File: src/rtl/adc_scan_sequencer.sv
// Round-robin ADC channel scheduler: selects enabled channels in turn, drops settling
// samples, captures one sample per channel and hands it out on a valid/ready stream.
module adc_scan_sequencer #(
    parameter int unsigned DISCARD = 1,
    parameter int unsigned TIMEOUT = 50000
) (
    input  logic        clk,
    input  logic        rst,
    input  logic        run_i,
    input  logic [15:0] ch_enable_i,
    output logic [3:0]  channel_o,
    input  logic        new_sample_i,
    input  logic [9:0]  sample_i,
    input  logic [3:0]  sample_channel_i,
    output logic        out_valid_o,
    input  logic        out_ready_i,
    output logic [9:0]  out_data_o,
    output logic [3:0]  out_channel_o,
    output logic        scan_done_o,
    output logic        timeout_err_o
);

    localparam int unsigned TO_W = $clog2(TIMEOUT + 1);

    typedef enum logic [2:0] {
        S_IDLE,
        S_SELECT,
        S_DISCARD,
        S_CAPTURE,
        S_OUTPUT
    } state_e;

    state_e          state_q, state_d;
    logic [3:0]      channel_q, channel_d;
    logic [3:0]      ptr_q, ptr_d;
    logic [3:0]      disc_q, disc_d;
    logic [TO_W-1:0] to_q, to_d;
    logic            out_valid_q, out_valid_d;
    logic [9:0]      out_data_q, out_data_d;
    logic [3:0]      out_channel_q, out_channel_d;

    logic            match;
    logic            handshake;
    logic            expired;
    logic            above_set;
    logic [3:0]      next_ch;

    assign match     = new_sample_i && (sample_channel_i == channel_q);
    assign handshake = out_valid_q && out_ready_i;
    assign expired   = !match && (to_q == TO_W'(TIMEOUT - 1));

    // Search starts just above the pointer, so the pointer's own bit is visited last.
    always_comb begin : next_search
        logic [3:0] idx;
        logic       found;
        next_ch = ptr_q;
        found   = 1'b0;
        idx     = '0;
        for (int i = 1; i <= 16; i++) begin
            idx = ptr_q + 4'(i);
            if (!found && ch_enable_i[idx]) begin
                next_ch = idx;
                found   = 1'b1;
            end
        end
    end

    always_comb begin
        above_set = 1'b0;
        for (int i = 0; i < 16; i++) begin
            if (i > int'(out_channel_q) && ch_enable_i[i]) begin
                above_set = 1'b1;
            end
        end
    end

    assign scan_done_o   = handshake && (!above_set || $onehot(ch_enable_i));
    assign timeout_err_o = ((state_q == S_DISCARD) || (state_q == S_CAPTURE)) && expired;

    always_comb begin
        // NOTE: every variable gets its hold value first so no path leaves it unassigned (no latch).
        state_d       = state_q;
        channel_d     = channel_q;
        ptr_d         = ptr_q;
        disc_d        = disc_q;
        to_d          = to_q;
        out_valid_d   = out_valid_q;
        out_data_d    = out_data_q;
        out_channel_d = out_channel_q;

        unique case (state_q)
            S_IDLE: begin
                if (run_i && (ch_enable_i != '0)) state_d = S_SELECT;
            end
            S_SELECT: begin
                if (!run_i || (ch_enable_i == '0)) begin
                    state_d = S_IDLE;
                end else begin
                    channel_d = next_ch;
                    ptr_d     = next_ch;
                    disc_d    = '0;
                    to_d      = '0;
                    state_d   = (DISCARD > 0) ? S_DISCARD : S_CAPTURE;
                end
            end
            S_DISCARD: begin
                if (match) begin
                    to_d   = '0;
                    disc_d = disc_q + 4'd1;
                    if (32'(disc_q) + 32'd1 >= DISCARD) state_d = S_CAPTURE;
                end else if (expired) begin
                    state_d = S_SELECT;
                end else begin
                    to_d = to_q + TO_W'(1);
                end
            end
            S_CAPTURE: begin
                if (match) begin
                    out_data_d    = sample_i;
                    out_channel_d = channel_q;
                    out_valid_d   = 1'b1;
                    state_d       = S_OUTPUT;
                end else if (expired) begin
                    state_d = S_SELECT;
                end else begin
                    to_d = to_q + TO_W'(1);
                end
            end
            S_OUTPUT: begin
                if (handshake) begin
                    out_valid_d = 1'b0;
                    state_d     = S_SELECT;
                end
            end
            default: state_d = S_IDLE;
        endcase
    end

    // NOTE: state registers use non-blocking assignments so all flops update together at the edge.
    always_ff @(posedge clk) begin
        if (rst) begin
            state_q       <= S_IDLE;
            channel_q     <= '0;
            ptr_q         <= 4'hF;
            disc_q        <= '0;
            to_q          <= '0;
            out_valid_q   <= 1'b0;
            out_data_q    <= '0;
            out_channel_q <= '0;
        end else begin
            state_q       <= state_d;
            channel_q     <= channel_d;
            ptr_q         <= ptr_d;
            disc_q        <= disc_d;
            to_q          <= to_d;
            out_valid_q   <= out_valid_d;
            out_data_q    <= out_data_d;
            out_channel_q <= out_channel_d;
        end
    end

    assign channel_o     = channel_q;
    assign out_valid_o   = out_valid_q;
    assign out_data_o    = out_data_q;
    assign out_channel_o = out_channel_q;

endmodule

File: config.mk
export PLATFORM = sky130hd
export DESIGN_NAME = adc_scan_sequencer
export DESIGN_NICKNAME = d
export VERILOG_FILES = /design/src/rtl/adc_scan_sequencer.sv
export SDC_FILE = /design/constraint.sdc
export NUM_CORES = 1
export LEC_CHECK = 0
export BUFFER_PORTS_ARGS = -buffer_cell sky130_fd_sc_hd__clkbuf_2
export CORE_AREA = 2 2 132 134
export CTS_BUF_LIST = sky130_fd_sc_hd__clkbuf_2
export DETAILED_ROUTE_END_ITERATION = 7
export DIE_AREA = 0 0 134 136
export PLACE_DENSITY = 0.46
export SLEW_MARGIN = 15
export SYNTH_ARGS = -nofsm -noshare
export SYNTH_HDL_FRONTEND = slang
export SYNTH_SLANG_ARGS = --single-unit
File: constraint.sdc
create_clock -name clk -period 8.6 [get_ports clk]
set_input_delay 0.86 -clock clk [delete_from_list [all_inputs] [get_ports clk]]
set_output_delay 0.86 -clock clk [all_outputs]
set_load 0.02 [all_outputs]
# ---- Word-level counts from Yosys, hierarchy flattened
# Index checks and enable logic that the tools add are counted.
dict set report op_classes {
  bitwise 1
  n_mux 97
  n_reduce_logical 69
  magnitude_cmp 32
  add_sub_neg 33
  n_eq_ne 14
}
# operator n
set ops {}
lappend ops {{less-than comparator 4 x 5 -> 1 bit (second input constant)} 16}
lappend ops {{two-way mux 4 bit} 18}
lappend ops {{binary-select mux 1 bit (select 4 bit)} 16}
lappend ops {{two-way mux 16 bit} 4}
lappend ops {{two-way mux 1 bit} 48}
lappend ops {{one-hot mux 16 bit (3 select lines)} 1}
lappend ops {{logical AND 1 bit} 36}
lappend ops {{adder 4 bit (second input constant)} 8}
lappend ops {{greater-than comparator 4 bit (first input constant)} 8}
lappend ops {{zero test 1 bit} 18}
lappend ops {{two-way mux 3 bit} 6}
lappend ops {{adder 1 x 1 -> 2 bit} 8}
lappend ops {{adder 16 x 1 -> 16 bit (second input constant)} 1}
lappend ops {{adder 4 x 3 -> 4 bit (second input constant)} 4}
lappend ops {{== test 16 bit (second input constant)} 1}
lappend ops {{greater-than comparator 3 x 4 -> 1 bit (first input constant)} 4}
lappend ops {{zero test 16 bit} 1}
lappend ops {{nonzero test 16 bit} 1}
lappend ops {{one-hot mux 3 bit (5 select lines)} 1}
lappend ops {{adder 2 x 2 -> 3 bit} 4}
lappend ops {{!= test 2 bit (second input constant)} 6}
lappend ops {{AND reduction 3 bit} 4}
lappend ops {{adder 3 x 3 -> 4 bit} 2}
lappend ops {{adder 4 x 1 -> 4 bit (second input constant)} 2}
lappend ops {{other kinds (21)} 28}
dict set report word_totals {
  register_bits 46
  wordCells 254
  input_bits 35
}

# ---- Depth between registers and ports, before layout
# Gate-level depths: netlist of the first run.
dict set report logic_depth {
  ltp_word 49
  depth_mapped 16
  depth_no_buf 14
}

# ---- Worst setup path before layout of the first run
# OpenSTA, ideal clock, no wires.
dict set report synth_path {
  kind {input to output}
  from {input port ch_enable_i[5]}
  to {output port scan_done_o}
  path_stages 13
  n_path_buf 0
  t_arrival_ns 4.237
  required_ns 7.740
  path_slack_ns 3.503
  path_cell_list {inv_1 > fa_1 > inv_1 > fa_1 > fa_1 > inv_1 > fa_1 > inv_1 > ha_1 > fa_1 > nor4b_1 > a21oi_1 > nor2_1}
}
dict set report synth_via {
  elab_chain_cells 15
  word_cells_on_any_way 20
  cone_classes {add/sub (4); eq/ne (1); mux (11); reduce/logical (4)}
}
# item line
set synth_rtl {}
lappend synth_rtl {{start, declared} 10} ;# input logic [15:0] ch_enable_i,
lappend synth_rtl {{parallel branches: the longest is 13 deep, another holds adder 4 x 4 -> 5 bit} -}
lappend synth_rtl {{logical OR 1 bit *} 77} ;# assign scan_done_o = handshake && (!above_set || $onehot(ch_enable_i));
lappend synth_rtl {{logical AND 1 bit *} 77}
lappend synth_rtl {{end, declared} 19} ;# output logic scan_done_o,
# Every way passes the cells marked *.

# ---- Final worst setup path of the first run
# Ends and elaborated chain as after synthesis.

==> results of run 1 <==
## kinds of logic after synthesis
kind of cell | after synthesis | share of synthesized area, %
and+or+nand+nor | 188 | 20.3
AOI/OAI and AO/OA | 133 | 17.6
muxes | 80 | 24.8
buffers and inverters | 72 | 6.08
DFF | 46 | 18.6
adders and majority gates | 27 | 8.35
xor gates and xnor gates | 24 | 4.25
## routing by layer
layer  track usage [%]  vias to the layer above  part of all wire, %
li1                  -                     2213                    -
met1              22.8                     2231                   48
met2              26.0                      118                   46
met3              1.86                       14                  4.5
met4              3.84                        0                  1.7
met5                 0                        -                    0
## worst paths after layout
path,from,endpoint,slack [ps],cells past startpoint
min reg2reg,disc_q[3]$_SDFFE_PP0P_,disc_q[3]$_SDFFE_PP0P_,490,1
min,disc_q[3]$_SDFFE_PP0P_,disc_q[3]$_SDFFE_PP0P_,490,1
max reg2reg,ptr_q[1]$_SDFFE_PP1P_,ptr_q[1]$_SDFFE_PP1P_,3460,12
max,ch_enable_i[5],scan_done_o,3200,15
## critical path, delay by kind of cell
kind	cells	cell delay [ps]
compound gates	1	100
buf+inv	6	570
fa+ha+maj	6	2630
simple gates	2	360
## Yosys cell counts (10+ instances only)
| master | instances | area, sq um |
|---|---|---|
| fa_1 | 10 | 200 |
| nand2_1 | 35 | 131 |
| dfxtp_1 | 46 | 921 |
| nor2_1 | 57 | 214 |
| mux2i_1 | 37 | 370 |
| xor2_1 | 11 | 96.3 |
| o21ai_0 | 34 | 170 |
| xnor2_1 | 13 | 114 |
| clkbuf_1 | 13 | 48.8 |
| a21oi_1 | 38 | 190 |
| nor3_1 | 11 | 55.1 |
| mux4_2 | 24 | 541 |
| nand3_1 | 24 | 120 |
| inv_1 | 47 | 176 |
| ha_1 | 17 | 213 |
## state kept, by name, indices dropped and copies added (netlist names)
register	flops
ptr_q	4
disc_q	4
out_channel_o	4
to_q	16
out_valid_o	1
out_data_o	10
channel_o	4
state_q	3
## cell type report
type / count / area share [%]
multi-input combinational: 452 / 68.4
clock buffer: 5 / 0.458
tap: 225 / 5.16
sequential: 46 / 16.9
inverter: 49 / 3.37
timing repair buffer: 58 / 5.45
clock inverter: 3 / 0.298
## stage by stage
stage	worst slack, ps	utilization, %	area (sq um)	hold WS [ps]
2_1_floorplan	3500	-	4940	441
3_3_place_gp	3200	32.0	5410	460
3_5_place_dp	3170	32.1	5410	469
4_1_cts	3170	32.3	5450	498
5_1_grt	2970	32.4	5460	521
6_report	3200	32.4	5460	493
## cell usage in the layout (no fill, tap or decap), types with 5 or more instances in the layout
master,count
a21oi_1,38
nor3_1,11
or3_1,5
nand2b_1,7
xor2_1,11
nand3_1,24
o21ai_0,34
nand2_1,35
o221ai_1,5
a31oi_1,9
clkbuf_2,60
and3_1,7
a211oi_1,5
xnor2_1,12
dfxtp_1,46
nor4_1,5
mux4_1,6
mux2_2,9
inv_1,47
fa_1,10
ha_1,17
o211ai_1,7
nand4_1,5
mux2i_1,37
nor2_1,57
mux4_2,24
## power by group
| part | internal, mW | switching [mW] |
|---|---|---|
| clock | 0.0186 | 0.0706 |
| sequential | 0.220 | 0.00945 |
| combinational | 0.228 | 0.354 |
==> key figures, run 1 <==
Critical path
  – Slowest cell on crit path: fa_1
  – CP peak stage delay: 550 ps
  – CP Class: input pin to primary output
  – Crit Path Max Fanout: 8
  – Cells along the critical path: clkbuf_2 > inv_1 > fa_1 > inv_1 > fa_1 > fa_1 > inv_1 > fa_1 > inv_1 > ha_1 > fa_1 > nor4b_1 > a21oi_1 > nor2_1 > clkbuf_2
  – Worst EP required: 7740 ps
  – Most frequent CP cell: fa_1
  – CP endpoint kind: primary output
  – Critical Path Source Type: input pin
  – Worst path arrival time: 4540 ps

Synthesis
  – Ys async rst share: 0%
  – Post-synthesis net count: 632
  – Cell count after synthesis: 570
  – Top_reg_cell synth: dfxtp_1
  – Sequential-to-total area share from yosys stat: 18.6%
  – Yosys reg bits: 46
  – Post-Syn Area: 4940 sq um
  – Synth Area per Inst: 8.67 sq um
  – Number of flops mapped to enable cells by yosys: 0
  – Synth warnings: 0
  – Yosys cell types: 74

Detailed routing
  – Via count: 4576
  – DR DRC count: 0
  – Routed length per placed instance: 17.0 um
  – Antenna-violating nets left: 0
  – DRT Wirelength: 14200 um
  – Iter 0 DRT Violations: 366
  – Vias per cell: 5.46
  – First-pass DRT Iterations: 5

STA
  – Worst slew margin: 35.8%
  – Worst-Margin Slew: 963 ps
  – Setup violations, final: 0
  – Sum of negative setup slack: 0 ps
  – RSZ-0062 raised after global routing: no
  – Post-layout minimum cycle time: 5400 ps
  – Share of the clock period used by the worst path: 62.8%
  – Fmax: 0.185 GHz
  – Count of final hold-check violations: 0
  – Max Slew Vio Count: 0
  – Skew final: 18.1 ps

Layout
  – Share of layout cells above drive strength 1: 19.7%
  – Multi-input gate area: 3730 sq um
  – Area Growth Syn to Fin: 10.5%
  – Register area: 921 sq um
  – Fillers: 1738
  – Final nets: 674
  – Non-filler cells, final: 838
  – # diodes: 0

Global route
  – Initial antenna violation count: 0
  – Global-route wire length before repair: 23800 um
  – Vias in the first global route: 4397
  – Largest net degree at the start of global routing: 35
  – Gr usage total: 16.0%
  – Remaining Overflow, GRT: 0

Place
  – DP Wirelength: 10800 um
  – RePlAce Congestion: 0.896
  – Placed insts: 830
  – IO buf count: 55

Floorplanning
  – Die Wd: 134 um
  – Die ar.: 18200 sq um
  – Initial core utilization: 29.3%
  – Die Height: 136 um
  – Floorplan row count: 48
  – Core region area: 16900 sq um
  – Top Ports: 56

Clock tree
  – Clock slew at reported path FFs: 240 ps
  – Post-CTS setup buffers: 0
  – Post-CTS Hold Buffers: 0
  – Insertion delay to the later sink of the worst-skew pair: 410 ps
  – H-tree lvl count: 2
  – TritonCTS Buffers: 5
  – Clock sink total: 46
  – CTS tree: done
  – Max Buffers Root-to-Sink: 2
  – Root buf cell: clkbuf_2
  – # resized after CTS: 0

Power
  – Leak pwr: 2.24 nW
  – Worst vdd ir: 0.0688 mV
  – Power density over the cells: 165 nW/um^2
  – Overall power: 0.901 mW

Job
  – Max-Cap Viols: 0

Worst hold path
  – Hold Crit Class: flop to flop

Outcome
  – Outcome: finished, final reports clean
Power figures use the tool's default switching activity.
==> inputs of run 2 (changes only) <==
Settings changed: ABC_AREA from default to 1, CORE_AREA 2 2 132 134 to 2 2 124 126, DIE_AREA 0 0 134 136 to 0 0 126 128, PLACE_DENSITY 0.46 to 0.47.
Clock period 8.6 ns to 5.52 ns, I/O delays scaled along.
==> run 2 against run 1 <==
Cell area is 11% lower. Clock power is 64% higher. Critical path depth is 4 higher. Combinational power is 27% higher. Synthesized area is 11% lower. Largest cell class unchanged. Largest power group unchanged. Sequential cell count stayed put. Clock skew is 8.3 ps higher. Worst setup slack worse by 2600 ps.
==> key figures, run 2 <==
Outcome
  – Outcome: finished, final reports clean (unchanged)

Power
  – Clk pwr share: 11.7% (was 9.9%)
  – Switching share of power: 50.0% (was 48.2%)
  – Combinational power share: 59.4% (was 64.6%)
  – Sw power: 0.621 mW (was 0.434 mW)
  – Internal: 0.622 mW (was 0.467 mW)
  – Worst vdd ir: 0.0942 mV (was 0.0688 mV)
  – Power density over the cells: 254 nW/um^2 (was 165 nW/um^2)
  – Leak pwr: 2.34 nW (was 2.24 nW)
  – Flop pwr share: 28.9% (was 25.5%)

Layout
  – Share of layout cells above drive strength 1: 12.3% (was 19.7%)
  – Commonest non-fill, non-tap cell in the layout: nand2_1 (was clkbuf_2)
  – Final nets: 833 (was 674)
  – Fillers: 1696 (was 1738)
  – Most frequent cells in the layout: 190 x nand2_1, 104 x inv_1, 96 x nand3_1 (was 60 x clkbuf_2, 57 x nor2_1, 47 x inv_1)
  – Max FFs per register: 16 (unchanged)
  – Largest Register: to_q (unchanged)
  – Non-filler cells, final: 961 (was 838)
  – Area Growth Syn to Fin: 11.5% (was 10.5%)

Floorplanning
  – Initial core utilization: 29.5% (was 29.3%)
  – Die Height: 128 um (was 136 um)
  – Core region area: 14900 sq um (was 16900 sq um)
  – Die ar.: 16100 sq um (was 18200 sq um)
  – Floorplan row count: 45 (was 48)
  – Die Wd: 126 um (was 134 um)
  – Top Ports: 56 (unchanged)

Clock tree
  – Clock sink total: 46 (unchanged)
  – Post-CTS Hold Buffers: 0 (unchanged)
  – CTS tree: done (unchanged)
  – Insertion delay to the later sink of the worst-skew pair: 440 ps (was 410 ps)
  – Post-CTS setup buffers: 0 (unchanged)
  – TritonCTS Buffers: 5 (unchanged)
  – Max Buffers Root-to-Sink: 2 (unchanged)
  – Clock slew at reported path FFs: 240 ps (about the same)
  – # resized after CTS: 0 (unchanged)
  – H-tree lvl count: 2 (unchanged)
  – Root buf cell: clkbuf_2 (unchanged)

Global route
  – Gr usage total: 16.8% (was 16.0%)
  – Vias in the first global route: 4622 (was 4397)
  – Initial antenna violation count: 1 (was 0)
  – Remaining Overflow, GRT: 0 (unchanged)
  – Global-route wire length before repair: 22400 um (was 23800 um)
  – Largest net degree at the start of global routing: 23 (was 35)

STA
  – Worst slew margin: 54.4% (was 35.8%)
  – Max Slew Vio Count: 0 (unchanged)
  – RSZ-0062 raised after global routing: no (unchanged)
  – Count of final hold-check violations: 0 (unchanged)
  – Worst-Margin Slew: 676 ps (was 963 ps)
  – Post-layout minimum cycle time: 4910 ps
  – Skew final: 26.4 ps (was 18.1 ps)
  – Setup violations, final: 0 (unchanged)
  – Sum of negative setup slack: 0 ps (unchanged)
  – Share of the clock period used by the worst path: 89.0%
  – Fmax: 0.203 GHz

Detailed routing
  – DRT Wirelength: 13300 um (was 14200 um)
  – Via count: 4701 (was 4576)
  – Vias per cell: 4.89 (was 5.46)
  – Routed length per placed instance: 13.8 um (was 17.0 um)
  – Iter 0 DRT Violations: 249 (was 366)
  – DR DRC count: 0 (unchanged)
  – Antenna-violating nets left: 0 (unchanged)
  – First-pass DRT Iterations: 4 (was 5)

Critical path
  – End of the critical path: scan_done_o (unchanged)
  – Critical Path Source Type: input pin (unchanged)
  – CP endpoint kind: primary output (unchanged)
  – Launching point of the worst reg2reg path: ptr_q[2]$_SDFFE_PP1P_ (was ptr_q[1]$_SDFFE_PP1P_)
  – Crit Path Max Fanout: 3 (was 8)
  – Flop-to-flop setup slack: 1100 ps (was 3460 ps)
  – Worst EP required: 4970 ps (was 7740 ps)
  – FF-to-FF End: ptr_q[1]$_SDFFE_PP1P_ (unchanged)
  – CP Class: input pin to primary output (unchanged)
  – Critical path origin: ch_enable_i[5] (unchanged)
  – Worst R2R Path Depth: 25 (was 12)
  – Worst path arrival time: 4360 ps (was 4540 ps)

Synthesis
  – Yosys reg bits: 46 (unchanged)
  – Post-Syn Area: 4380 sq um (was 4940 sq um)
  – Post-synthesis net count: 783 (was 632)
  – Ys async rst share: 0% (unchanged)
  – Ranking of synthesized cells by area: dfxtp_1 21%, nand2_1 16%, nand3_1 11% (was dfxtp_1 19%, mux4_2 11%, mux2i_1 7.5%)
  – Cell count after synthesis: 721 (was 570)
  – Yosys cell types: 46 (was 74)
  – Yosys top cell by area: dfxtp_1 (unchanged)
  – Top cells by count, synth: 190 x nand2_1, 104 x inv_1, 96 x nand3_1 (was 57 x nor2_1, 47 x inv_1, 46 x dfxtp_1)
  – Synth warnings: 0 (unchanged)
  – Cell with the most instances after synthesis: nand2_1 (was nor2_1)
  – Synth Area per Inst: 6.08 sq um (was 8.67 sq um)
  – Area share of the largest cell type after synthesis: 21.0% (was 18.6%)
  – Top_reg_cell synth: dfxtp_1 (unchanged)
  – Number of flops mapped to enable cells by yosys: 0 (unchanged)
  – Sequential-to-total area share from yosys stat: 21.0% (was 18.6%)

Place
  – RePlAce Congestion: 0.917 (was 0.896)
  – Placed insts: 952 (was 830)
  – DP Wirelength: 10800 um (about the same)
  – IO buf count: 55 (unchanged)

Job
  – Max-Cap Viols: 0 (unchanged)

Worst hold path
  – Hold Crit Class: input pin to flop (was flop to flop)
## run 2: cell types whose count changed after synthesis, sizes merged, moves of 12 or more
| cell | before | now |
|---|---|---|
| nand2 | 35 | 200 |
| nand3 | 24 | 97 |
| inv | 48 | 107 |
| mux2i | 40 | 0 |
| mux4 | 30 | 0 |
| nor2 | 57 | 69 |
## run 2: critical path, cell delays in order
cell      delay, ps
clkbuf_2        100
inv_1           100
fa_1            550
inv_1            50
fa_1            460
fa_1            510
inv_1            50
fa_1            430
inv_1            70
ha_1            180
fa_1            170
inv_1            50
a211o_1         220
nand2_1          70
nand3b_1         70
nor3_1          110
o21ai_0         110
a211oi_1        270
clkbuf_2        220
## run 2: power by group through the flow
stage,Sequential (mW),Clock [mW],Combinational [mW]
CTS,0.359,0.155,0.743
floorplan,0.362,0,0.549
global placement,0.365,0,0.734
finish,0.358,0.146,0.738
detailed placement,0.365,0,0.740
global route,0.361,0.169,0.858
## run 2: worst min-delay path by stage
stage,start,endpoint,slack (ps),depth (start not counted)
after global placement,out_data_o[7]$_SDFFE_PP0P_,out_data_o[7]$_SDFFE_PP0P_,460,2
after floorplan,to_q[2]$_SDFFE_PP0P_,to_q[2]$_SDFFE_PP0P_,450,2
after global routing,sample_i[2],out_data_o[2]$_SDFFE_PP0P_,310,3
final,sample_i[2],out_data_o[2]$_SDFFE_PP0P_,340,3
after CTS,sample_i[1],out_data_o[1]$_SDFFE_PP0P_,310,3
after detailed placement,to_q[2]$_SDFFE_PP0P_,to_q[2]$_SDFFE_PP0P_,480,2
## run 2: layer usage
| layer | global-route usage [%] | vias to the layer above | wire length, um |
|---|---|---|---|
| met4 | 6.21 | 0 | 344 |
| met1 | 22.1 | 2130 | 6400 |
| li1 | - | 2445 | - |
| met2 | 28.7 | 103 | 6110 |
| met3 | 1.67 | 23 | 396 |
| met5 | 0 | - | 0 |
## run 2: metrics by stage
stage / setup WS (ps) / cell area, sq um / hold slack [ps] / total power, mW / util, %
after floorplan: 846 / 4380 / 449 / 0.912 / -
after CTS: 588 / 4880 / 313 / 1.26 / 32.8
after global routing: 377 / 4880 / 312 / 1.39 / 32.9
final: 605 / 4880 / 341 / 1.24 / 32.9
after detailed placement: 628 / 4840 / 477 / 1.10 / 32.6
after global placement: 669 / 4840 / 464 / 1.10 / 32.6
## run 2: layout make-up
| type | instances | area [sq um] | share of cell area [%] |
|---|---|---|---|
| clock inverter | 2 | 13.8 | 0.282 |
| inverter | 110 | 414 | 8.48 |
| tap | 188 | 235 | 4.82 |
| timing repair buffer | 60 | 313 | 6.40 |
| sequential | 46 | 921 | 18.9 |
| antenna | 1 | 2.50 | 0.0512 |
| multi-input combinational | 548 | 2960 | 60.5 |
| clock buffer | 6 | 30.0 | 0.615 |
## run 2: logic make-up after synthesis
logic type,synth area share (%)
flip-flops,21.0
adder cells (fa/ha/maj),9.42
AO/OA/AOI/OAI,14.2
AND/OR/NAND/NOR,40.3
buffers and inverters,11.5
XOR/XNOR,3.54
==> inputs of run 3 (changes only) <==
Settings changed: ABC_AREA 1 to default, CORE_AREA 2 2 124 126 to 2 2 132 134, DIE_AREA 0 0 126 128 to 0 0 134 136, PLACE_DENSITY 0.47 to 0.46.
==> run 3 against run 2 <==
Sequential share of layout area down 2.0 points. Total power is 14% higher. Sequential cell count is the same. Non-clock buffer count increased by 1. Register-to-register slack worse by 90 ps. Worst setup slack improved by 100 ps. Routed wire length increased by 7.7%. Global-route usage fell by 0.77 points. Core utilization shrank 0.41 points. Via count down 1.8%. Largest power group unchanged. Highest routed layer unchanged.
==> key figures, run 3 (synthesis gave the netlist of run 1 again) <==
Critical path
  – Crit Path Max Fanout: 8 (was 3)
  – CP Class: input pin to primary output (unchanged)
  – Flop-to-flop setup slack: 1010 ps (was 1100 ps)
  – CP endpoint kind: primary output (unchanged)
  – Worst EP required: 4970 ps (about the same)
  – Worst R2R Path Depth: 11 (was 25)
  – Launching point of the worst reg2reg path: ptr_q[1]$_SDFFE_PP1P_ (was ptr_q[2]$_SDFFE_PP1P_)
  – FF-to-FF End: ptr_q[1]$_SDFFE_PP1P_ (unchanged)
  – Worst path arrival time: 4260 ps (was 4360 ps)
  – Critical Path Source Type: input pin (unchanged)

STA
  – Worst slew margin: 35.6% (was 54.4%)
  – Setup violations, final: 0 (unchanged)
  – Fmax: 0.208 GHz (was 0.203 GHz)
  – Count of final hold-check violations: 0 (unchanged)
  – Post-layout minimum cycle time: 4810 ps (was 4910 ps)
  – Max Slew Vio Count: 0 (unchanged)
  – Sum of negative setup slack: 0 ps (unchanged)
  – Final hold slack: 310 ps (was 341 ps)
  – Share of the clock period used by the worst path: 87.2% (was 89.0%)
  – RSZ-0062 raised after global routing: no (unchanged)
  – Skew final: 34.2 ps (was 26.4 ps)
  – Worst-Margin Slew: 964 ps (was 676 ps)

Clock tree
  – Clock slew at reported path FFs: 270 ps (was 240 ps)
  – Clock sink total: 46 (unchanged)
  – Insertion delay to the later sink of the worst-skew pair: 440 ps (about the same)
  – H-tree lvl count: 2 (unchanged)
  – Post-CTS setup buffers: 0 (unchanged)
  – Post-CTS Hold Buffers: 0 (unchanged)
  – Max Buffers Root-to-Sink: 2 (unchanged)
  – CTS tree: done (unchanged)
  – # resized after CTS: 0 (unchanged)
  – Root buf cell: clkbuf_2 (unchanged)
  – TritonCTS Buffers: 5 (unchanged)

Outcome
  – Outcome: finished, final reports clean (unchanged)

Power
  – Leak pwr: 2.25 nW (was 2.34 nW)
  – Power density over the cells: 260 nW/um^2 (was 254 nW/um^2)
  – Worst vdd ir: 0.116 mV (was 0.0942 mV)

Detailed routing
  – First-pass DRT Iterations: 4 (unchanged)
  – Iter 0 DRT Violations: 359 (was 249)
  – DR DRC count: 0 (unchanged)
  – Via count: 4618 (was 4701)
  – DRT Wirelength: 14300 um (was 13300 um)
  – Antenna-violating nets left: 0 (unchanged)
  – Vias per cell: 5.49 (was 4.89)
  – Routed length per placed instance: 17.0 um (was 13.8 um)

Layout
  – Area Growth Syn to Fin: 10.8% (was 11.5%)
  – # diodes: 0 (was 1)
  – Post-route cell area: 5480 sq um (was 4880 sq um)
  – Most frequent cells in the layout: 60 x clkbuf_2, 57 x nor2_1, 47 x inv_1 (was 190 x nand2_1, 104 x inv_1, 96 x nand3_1)
  – Final nets: 677 (was 833)
  – Commonest non-fill, non-tap cell in the layout: clkbuf_2 (was nand2_1)
  – Largest Register: to_q (unchanged)
  – Max FFs per register: 16 (unchanged)
  – Share of layout cells above drive strength 1: 20.0% (was 12.3%)
  – Util after Layout: 32.5% (was 32.9%)

Worst hold path
  – Worst Hold Depth: 3 (unchanged)
  – Hold Crit Class: input pin to flop (unchanged)
  – Worst Hold End: out_data_o[5]$_SDFFE_PP0P_ (was out_data_o[2]$_SDFFE_PP0P_)
  – Min-delay src: sample_i[5] (was sample_i[2])

Global route
  – Initial antenna violation count: 0 (was 1)
  – Vias in the first global route: 4526 (was 4622)
  – Gr usage total: 16.1% (was 16.8%)
  – Global-route wire length before repair: 23900 um (was 22400 um)
  – Remaining Overflow, GRT: 0 (unchanged)
  – Largest net degree at the start of global routing: 35 (was 23)

Floorplanning
  – Core region area: 16900 sq um (was 14900 sq um)
  – Top Ports: 56 (unchanged)
  – Floorplan row count: 48 (was 45)
  – Die Wd: 134 um (was 126 um)
  – Die Height: 136 um (was 128 um)
  – Die ar.: 18200 sq um (was 16100 sq um)
  – Initial core utilization: 29.3% (was 29.5%)

Place
  – Placed inst area: 5430 sq um (was 4840 sq um)
  – RePlAce Congestion: 0.919 (was 0.917)
  – DP Wirelength: 10900 um (was 10800 um)
  – IO buf count: 55 (unchanged)

Job
  – Max-Cap Viols: 0 (unchanged)
-- run 3: cell types whose count changed in the layout (fill, tap and decap cells not counted), moves of 7 or more --
| cell | delta |
|---|---|
| nand2_2 | -10 |
| nand2b_1 | +7 |
| xnor2_1 | +8 |
| nand2_1 | -155 |
| mux2i_1 | +37 |
| o21ai_0 | -9 |
| mux2_2 | +9 |
| inv_1 | -57 |
| mux4_2 | +24 |
| nand3_1 | -72 |
-- run 3: final cells by class --
| cell class | instances | area, sq um |
|---|---|---|
| clock buffers | 5 | 25.0 |
| flip-flops and latches | 46 | 921 |
| multi-input cells | 452 | 3730 |
| clock inverters | 3 | 16.3 |
| repair buffers | 61 | 320 |
| inverters | 49 | 184 |
| fillers | 1759 | 11400 |
| well taps | 225 | 282 |
-- run 3: critical path: stages --
cell,delay (ps)
clkbuf_2,170
inv_1,100
fa_1,530
inv_1,50
fa_1,460
fa_1,520
inv_1,50
fa_1,480
inv_1,40
ha_1,200
fa_1,430
nor4b_1,290
a21oi_1,110
nor2_1,110
clkbuf_2,180
-- run 3: how the worst max path moves through the flow --
| stage | from | endpoint | slack (ps) | depth (start not counted) |
|---|---|---|---|---|
| after floorplan | ch_enable_i[5] | scan_done_o | 1040 | 13 |
| after global placement | ch_enable_i[5] | scan_done_o | 730 | 15 |
| after detailed placement | ch_enable_i[5] | scan_done_o | 670 | 15 |
| after CTS | ch_enable_i[5] | scan_done_o | 660 | 15 |
| after global routing | ch_enable_i[11] | scan_done_o | 490 | 15 |
| final | ch_enable_i[5] | scan_done_o | 710 | 15 |
-- run 3: report_power, final --
part | switching [mW] | total [mW] | internal (mW)
combinational | 0.554 | 0.917 | 0.362
clock | 0.116 | 0.145 | 0.0289
sequential | 0.0175 | 0.360 | 0.343
total | 0.688 | 1.42 | 0.734
-- run 3: through the flow --
step | setup slack, ps | std cells | power [mW]
2_1_floorplan | 1040 | 570 | 1.04
3_3_place_gp | 732 | 833 | 1.27
3_5_place_dp | 669 | 833 | 1.27
4_1_cts | 663 | 841 | 1.42
5_1_grt | 490 | 841 | 1.54
6_report | 706 | 841 | 1.42
-- run 3: routing by layer --
layer | GRT usage, % | share of wire [%] | vias to the layer above | wire [um]
met5 | 0 | 0 | - | 0
li1 | - | - | 2220 | -
met2 | 25.6 | 45 | 127 | 6420
met4 | 4.85 | 2.6 | 0 | 378
met3 | 1.98 | 3.9 | 23 | 555
met1 | 22.7 | 48 | 2248 | 6920
